===== src/rtl/result_collect_fifo.sv =====
// -----------------------------------------------------------------------------
// result_collect_fifo
//
// Collects single-cycle results from the add, mul and sine units. Each result
// goes into a per-unit holding register. A round-robin arbiter moves one held
// result per cycle into a DEPTH-entry FIFO. The CPU reads the head of the FIFO.
// out_fifo_hold tells the operation decoder to stop issuing ops while the
// FIFO, plus everything already held or in flight, could overrun.
//
// Optional feature macro: RESULT_TAG_EN
//   When it is defined, each entry also stores a 2-bit source tag
//   (00 add, 01 mul, 10 sine), and the tag of the head entry is driven on
//   result_src.
//
// Handshake: the *_done inputs are one-cycle valid pulses with no ready.
// The capture stage is always able to accept a result. If a unit sends a new
// result while its previous one is still held, the new value is dropped and
// ovf_err is set. The CPU side works on strobe edges: each rising edge of
// rd_strobe consumes the head entry if there is one.
//
// Ports
//   clk            system clock, rising edge
//   n_rst          asynchronous active-low reset
//   add_done/add_result, mul_done/mul_result, sine_done/sine_result
//                  unit result pulses and their 32-bit data
//   rd_strobe      CPU read strobe (level; a rising edge pops one entry)
//   result_out     head entry, 0 when the FIFO is empty
//   result_valid   FIFO non-empty
//   fifo_count     number of entries held in the FIFO
//   out_fifo_hold  to decoder: stop issuing ops
//   ovf_err        sticky: a result was lost
//   result_src     (RESULT_TAG_EN only) tag of the head entry
// -----------------------------------------------------------------------------
module result_collect_fifo #(
    parameter int DEPTH       = 8,
    parameter int HOLD_MARGIN = 3
) (
    input  logic                     clk,
    input  logic                     n_rst,
    input  logic                     add_done,
    input  logic [31:0]              add_result,
    input  logic                     mul_done,
    input  logic [31:0]              mul_result,
    input  logic                     sine_done,
    input  logic [31:0]              sine_result,
    input  logic                     rd_strobe,
    output logic [31:0]              result_out,
    output logic                     result_valid,
    output logic [$clog2(DEPTH):0]   fifo_count,
    output logic                     out_fifo_hold,
`ifdef RESULT_TAG_EN
    output logic [1:0]               result_src,
`endif
    output logic                     ovf_err
);

    localparam int PW = $clog2(DEPTH);
    localparam int CW = PW + 1;
`ifdef RESULT_TAG_EN
    localparam int EW = 34;
`else
    localparam int EW = 32;
`endif

    // Source index: 0 add, 1 mul, 2 sine (this is also the tag encoding).
    logic [2:0]    done_v;
    logic [31:0]   src_data [3];
    logic [2:0]    pend_q;
    logic [31:0]   hold_q   [3];
    logic [1:0]    last_q;          // last granted source
    logic [2:0]    grant;
    logic [1:0]    grant_idx;
    logic          do_push;
    logic          do_pop;
    logic [31:0]   push_val;
    logic [EW-1:0] push_entry;
    logic [EW-1:0] mem [DEPTH];
    logic [EW-1:0] head;
    logic [PW-1:0] wr_ptr;
    logic [PW-1:0] rd_ptr;
    logic [CW-1:0] count_q;
    logic          prev1_q;
    logic          prev2_q;
    logic          ovf_q;

    assign done_v      = {sine_done, mul_done, add_done};
    assign src_data[0] = add_result;
    assign src_data[1] = mul_result;
    assign src_data[2] = sine_result;

    // Round-robin grant. The source after the last winner has the highest
    // priority. Nothing is granted while the FIFO is full, so a held result
    // stays in its holding register until there is space.
    always_comb begin
        grant     = 3'b000;
        grant_idx = 2'd0;
        if (count_q < CW'(DEPTH)) begin
            case (last_q)
                2'd0: begin
                    if      (pend_q[1]) begin grant = 3'b010; grant_idx = 2'd1; end
                    else if (pend_q[2]) begin grant = 3'b100; grant_idx = 2'd2; end
                    else if (pend_q[0]) begin grant = 3'b001; grant_idx = 2'd0; end
                end
                2'd1: begin
                    if      (pend_q[2]) begin grant = 3'b100; grant_idx = 2'd2; end
                    else if (pend_q[0]) begin grant = 3'b001; grant_idx = 2'd0; end
                    else if (pend_q[1]) begin grant = 3'b010; grant_idx = 2'd1; end
                end
                default: begin
                    if      (pend_q[0]) begin grant = 3'b001; grant_idx = 2'd0; end
                    else if (pend_q[1]) begin grant = 3'b010; grant_idx = 2'd1; end
                    else if (pend_q[2]) begin grant = 3'b100; grant_idx = 2'd2; end
                end
            endcase
        end
    end

    assign do_push  = |grant;
    assign push_val = hold_q[grant_idx];
`ifdef RESULT_TAG_EN
    assign push_entry = {grant_idx, push_val};
`else
    assign push_entry = push_val;
`endif

    // Pop fires on the rising edge of the strobe, seen one cycle late through
    // the two-flop history. A strobe that stays high therefore pops only once.
    assign do_pop = prev1_q & ~prev2_q & (count_q != '0);

    // Capture, arbitration bookkeeping and read-strobe history.
    always_ff @(posedge clk or negedge n_rst) begin
        if (!n_rst) begin
            pend_q    <= 3'b000;
            hold_q[0] <= '0;
            hold_q[1] <= '0;
            hold_q[2] <= '0;
            last_q    <= 2'd2;
            ovf_q     <= 1'b0;
            prev1_q   <= 1'b0;
            prev2_q   <= 1'b0;
        end else begin
            prev1_q <= rd_strobe;
            prev2_q <= prev1_q;
            if (do_push) begin
                last_q <= grant_idx;
            end
            for (int i = 0; i < 3; i++) begin
                // A granted slot is free again in this cycle, so a new done
                // that arrives with the grant is captured without error.
                if (done_v[i]) begin
                    if (pend_q[i] && !grant[i]) begin
                        ovf_q <= 1'b1;
                    end else begin
                        hold_q[i] <= src_data[i];
                        pend_q[i] <= 1'b1;
                    end
                end else if (grant[i]) begin
                    pend_q[i] <= 1'b0;
                end
            end
        end
    end

    // FIFO pointers and occupancy.
    always_ff @(posedge clk or negedge n_rst) begin
        if (!n_rst) begin
            wr_ptr  <= '0;
            rd_ptr  <= '0;
            count_q <= '0;
        end else begin
            if (do_push) begin
                wr_ptr <= wr_ptr + PW'(1);
            end
            if (do_pop) begin
                rd_ptr <= rd_ptr + PW'(1);
            end
            case ({do_push, do_pop})
                2'b10:   count_q <= count_q + CW'(1);
                2'b01:   count_q <= count_q - CW'(1);
                default: count_q <= count_q;
            endcase
        end
    end

    // Storage array. It has no reset because an entry is only visible once
    // count and rd_ptr cover it.
    always_ff @(posedge clk) begin
        if (do_push) begin
            mem[wr_ptr] <= push_entry;
        end
    end

    assign head         = mem[rd_ptr];
    assign result_valid = (count_q != '0);
    assign result_out   = result_valid ? head[31:0] : 32'd0;
`ifdef RESULT_TAG_EN
    assign result_src   = result_valid ? head[33:32] : 2'd0;
`endif
    assign fifo_count   = count_q;
    assign ovf_err      = ovf_q;

    // Every held result is space the FIFO may still be asked to absorb.
    assign out_fifo_hold = (int'(count_q) + int'(pend_q[0]) + int'(pend_q[1])
                            + int'(pend_q[2])) > (DEPTH - HOLD_MARGIN);

endmodule


===== config.mk =====
export PLATFORM = sky130hd
export DESIGN_NAME = result_collect_fifo
export DESIGN_NICKNAME = d
export VERILOG_FILES = /design/src/rtl/result_collect_fifo.sv
export SDC_FILE = /design/constraint.sdc
export NUM_CORES = 1
export LEC_CHECK = 0
export ABC_CLOCK_PERIOD_IN_PS = 12250
export CORE_ASPECT_RATIO = 1.1
export CORE_MARGIN = 5
export CORE_UTILIZATION = 59
export CTS_CLUSTER_DIAMETER = 100
export CTS_CLUSTER_SIZE = 24
export DETAILED_ROUTE_END_ITERATION = 12
export PLACE_DENSITY = 0.86
export SYNTH_ARGS = -nofsm -noshare
export SYNTH_HDL_FRONTEND = slang
export SYNTH_SLANG_ARGS = --single-unit

===== constraint.sdc =====
create_clock -name clk -period 12.25 [get_ports clk]
set_clock_uncertainty 0.15 [all_clocks]
set_input_delay 2.45 -clock clk [delete_from_list [all_inputs] [get_ports clk]]
set_output_delay 2.45 -clock clk [all_outputs]
set_load 0.05 [all_outputs]

# After elaboration in Yosys (flattened, before gate mapping)
# Memories as Yosys holds them, arrays and structs flattened.
# Cells that the tools add are included.
# classes
addsub	7
order_cmp	3
eq_ne	6
mux	41
bitwise_logic	7
reduce_logical	19
# ops
op	n
2-to-1 mux 32 bit	3
binary-select mux 32 bit (select 2 bit)	1
2-to-1 mux 3 bit	7
2-to-1 mux 1 bit	20
2-to-1 mux 2 bit	7
AND reduction 2 bit	6
case mux 4 bit (2 select lines)	1
nonzero test 2 bit	4
adder 6 x 1 -> 7 bit	1
> comparator 7 x 3 -> 1 bit (second input constant)	1
adder 3 x 1 -> 3 bit (second input constant)	2
adder 5 x 1 -> 6 bit	1
!= test 2 bit (second input constant)	3
case mux 3 bit (2 select lines)	1
adder 4 x 1 -> 5 bit	1
adder 4 x 1 -> 4 bit (second input constant)	1
== test 2 x 1 -> 1 bit (second input constant)	2
< comparator 4 bit (second input constant)	1
NOT 1 bit	4
case mux 2 bit (2 select lines)	1
nonzero test 4 bit	1
subtractor 4 x 1 -> 4 bit (second input constant)	1
greater-or-equal comparator 3 bit (second input constant)	1
logical AND 1 bit	3
other kinds (6)	9
# totals
ff_bits	114
ram_bits	256
inputBits	102
out_inout_bits	39
elab_cells	97
memories	1
# mem_list
name	depth	width	rd	rd_ports_with_merged_regs	wr	line_no	text
mem	8	32	1	0	1	77	logic [EW-1:0] mem [DEPTH];

# Depth between registers and ports, before layout
# depth
ltp_word	13
depth_mapped	11
mapped_depth_nobuf	10

# Least setup slack after synthesis
# OpenSTA, ideal clock, no wires.
# synth_path
path_kind	register to output
from	register count_q[0], in the netlist fifo_count[0]
to	output out_fifo_hold
t_arrival_ps	2985
required_ps	9650
path_slack_ps	6665
stages_incl_launch_ff	8
n_path_buf	0
cell_sequence	dfrtp_1 fa_1 ha_1 fa_1 a21oi_1 a21oi_1 nor2_1 a21oi_1
# synth_between
elab_chain_len	4
# synth_lines
item	line_no	text
start, declared	81	logic [CW-1:0] count_q;
start signal, assigned	178	2'b10: count_q <= count_q + CW'(1);
start signal, assigned	179	2'b01: count_q <= count_q - CW'(1);
start signal, assigned	180	default: count_q <= count_q;
adder 4 x 1 -> 5 bit	203	assign out_fifo_hold = (int'(count_q) + int'(pend_q[0]) + int'(pend_q[1])
adder 5 x 1 -> 6 bit	203	
adder 6 x 1 -> 7 bit	204	+ int'(pend_q[2])) > (DEPTH - HOLD_MARGIN);
> comparator 7 x 3 -> 1 bit	204	
end, declared	50	output logic out_fifo_hold,
# No other way between the ends.

# Worst setup path after layout
# Ends and elaborated chain as after synthesis.

==> flow_metrics.tcl <==
set metrics [dict create \
    status "complete, no violations" \
    rows 61 \
    synthToLayoutAreaGrowth_pct 15.4 \
    crit_path_cell_trace "fa_1, ha_1, fa_1, or4b_2, nand2_1, a21oi_1, clkdlybuf4s50_1" \
    worst_ep_arrival_time_ns 3.74 \
    timing.critical_path.mode_cell "fa_1" \
    postRouteWirelength_um 32800 \
    syn_avg_cell_area_um2 17.4 \
    ff_latch_area_um2 10500 \
    tightest_slew_ns 1.09 \
    synth_most_common_cell "edfxtp_1" \
    cp_slowest_cell "clkdlybuf4s50_1" \
    die_w_um 163 \
    cts_buffers 19 \
    via_count_of_the_first_global_routing_pass 8792 \
    chipHeight_um 178 \
    timing.slew.headroom_pct 27.6 \
    synth_simple_gate_area_share_pct 4.22 \
    drt-wirelength-per-cell_um 24.2 \
    criticalPathCategory "register to output pin" \
    layout-drive-gt1-share_pct 22.1 \
    final-hold-violation-count 0 \
    final.period_utilization_pct 51.7 \
    rr_endpoint "mem[3][8]$_DFFE_PP_" \
    cts_root_buf "clkbuf_16" \
    adder_cell_share_of_the_synthesized_area_pct 0.845 \
    grt_setup_unrepaired "false" \
    maxCapViolations 0 \
    clock.fmax_mhz 158 \
    main_combinational_cell_family_by_area_after_synthesis "multiplexers" \
    cts.repair.resized 0 \
    maxSlewViolCount 0 \
    grt_max_degree 71 \
    layout.filler_cells 1622 \
    ff2ff_path_depth 6 \
    antenna_cells_inserted 0 \
    vias 8355 \
    crit_fanout 7 \
    cp_data_required_time_ns 9.65 \
    max_clock_buf_depth 3 \
    synth_top_area_cell "edfxtp_1" \
    dp.final_hpwl_um 20500 \
    postSynthCellCount 868 \
    synth_sequential_area_ratio_pct 69.8 \
    postCtsSetupBuffers 0 \
    cp-end-kind "output pin" \
    initial_antenna_violation_count 0 \
    synth-edff-count 256 \
    synthMuxAreaShare_pct 19.0 \
    io-pin-count 141 \
    netlist_top_cells_count "edfxtp_1 (256), dfrtp_1 (113), mux2_2 (93)" \
    final-setup-viol-count 0 \
    h-tree-depth 1 \
    ctsHoldBuffers 0 \
    finalNetCount 1109 \
    share_of_the_synthesized_area_in_the_top_cell_type_pct 50.9 \
    cts.sinks 370 \
    drt-vias-per-instance 6.16 \
    worst_setup_path_startpoint "fifo_count[0]$_DFFE_PN0P_" \
    startpoint_class "register" \
    detailedRoute.firstPassIterationCount 5 \
    synth_compound_gate_area_share_pct 3.64 \
    initial_utilization_pct 59.8 \
    multi_input_comb_area_um2 4330 \
    core_region_area_um2 25300 \
    type_of_the_tightest_min_delay_check "register to register" \
    groute.usage.overall_pct 23.1 \
    first_iter_violations 857 \
    clk_transition_reported_paths_ns 0.09 \
    mappedNetlistNets 979 \
    floorplan.die_area_um2 28900 \
    clk_latency_ns 0.51 \
    synthXorXnorAreaFrac_pct 0.522 \
    timing.reg2reg.setup_slack_ns 8.87 \
    critPathCapture "out_fifo_hold" \
    ys_types 45 \
    synth-main-ff-cell "edfxtp_1" \
    grt_pass1_wl_um 51100 \
    source_of_the_worst_register_to_register_timing_path "pend_q[1]$_DFFE_PN0P_" \
    setup-tns-final_ns 0 \
    tritoncts_clock_tree "done" \
    synth-warning-count 0 \
    place.gp.congestion 0.779 \
    antenna_left 0 \
    yosys-top-cells-area "edfxtp_1 (51%), dfrtp_1 (19%), mux4_2 (9.5%), mux2_2 (6.9%), mux2i_1 (2.1%)" \
    yosys_register_bits 370 \
    io_buffers 140 \
    post-route-drc-count 0 \
    mappedNetlistArea_um2 15100 \
    worst_path_largest_cell_delay_ns 0.72 \
    fin_crit_ns 6.34 \
    gr-total-overflow 0 \
    postSynth.asyncResetShare_pct 30.8 \
]
## stage by stage
stage | setup slack [ns] | cells | utilization [%] | cell area [µm²] | hold WS [ns]
after floorplan | 6.67 | 868 | - | 15100 | 0.194
after global placement | 6.42 | 1323 | 66.9 | 16900 | 0.214
after detailed placement | 6.41 | 1323 | 66.9 | 16900 | 0.213
after CTS | 5.84 | 1357 | 69.0 | 17400 | 0.242
after global routing | 5.63 | 1357 | 69.0 | 17400 | 0.249
final | 5.91 | 1357 | 69.0 | 17400 | 0.238
## layout by cell type, fill, tap and decap left out, types with 7 or more instances in the layout
cell,count
mux2_2,93
a31oi_1,32
clkbuf_16,19
mux4_2,64
buf_4,22
a21oi_1,8
nand3_1,33
clkbuf_1,13
dfrtp_1,110
clkdlybuf4s50_1,139
edfxtp_1,256
nand2_1,12
ha_1,7
nor2_1,68
mux2i_1,32
o21ai_0,35
## how the worst min path moves through the flow
stage | cells past startpoint | to | startpoint
floorplan | 0 | prev2_q$_DFF_PN0_ | prev1_q$_DFF_PN0_
global placement | 0 | prev2_q$_DFF_PN0_ | prev1_q$_DFF_PN0_
detailed placement | 0 | prev2_q$_DFF_PN0_ | prev1_q$_DFF_PN0_
CTS | 0 | prev2_q$_DFF_PN0_ | prev1_q$_DFF_PN0_
global route | 0 | prev2_q$_DFF_PN0_ | prev1_q$_DFF_PN0_
finish | 0 | prev2_q$_DFF_PN0_ | prev1_q$_DFF_PN0_
## layer usage
layer,track usage (%),vias to the layer above,wire [µm]
met5,0,-,0
met3,3.67,38,3120
met2,38.4,469,16300
li1,-,3595,-
met1,33.0,4253,12800
met4,5.49,0,614
## registers in the layout (all words and copies together) (netlist names)
register	flops
fifo_count	4
hold_q	96
last_q	2
mem	256
ovf_err	1
pend_q	3
prev1_q	1
prev2_q	1
rd_ptr	3
wr_ptr	3
## cell type report
class / count / share of cell area (%)
multi-input cells: 440 / 24.8
repair buffers: 161 / 8.92
well taps: 346 / 2.48
inverters: 6 / 0.129
clock inverters: 2 / 0.143
flip-flops and latches: 370 / 60.5
clock buffers: 32 / 3.01
## logic make-up after synthesis
kind of cell	count (synthesis)
mux	194
xor+xnor	9
buf+inv	58
compound gates	89
flops	370
simple gates	139
fa+ha+maj	9
## critical path: cells and delay by family, from the launching register on
kind                       cells  cell delay, ns
AOI/OAI and AO/OA              1            0.06
adders and majority gates      3            1.24
buffers and inverters          1            0.72
DFF                            1            0.50
and+or+nand+nor                2            0.72
Power is left out: the tool's default activity adds up to more than one toggle a clock period on the data nets, which glitch-free logic cannot reach.
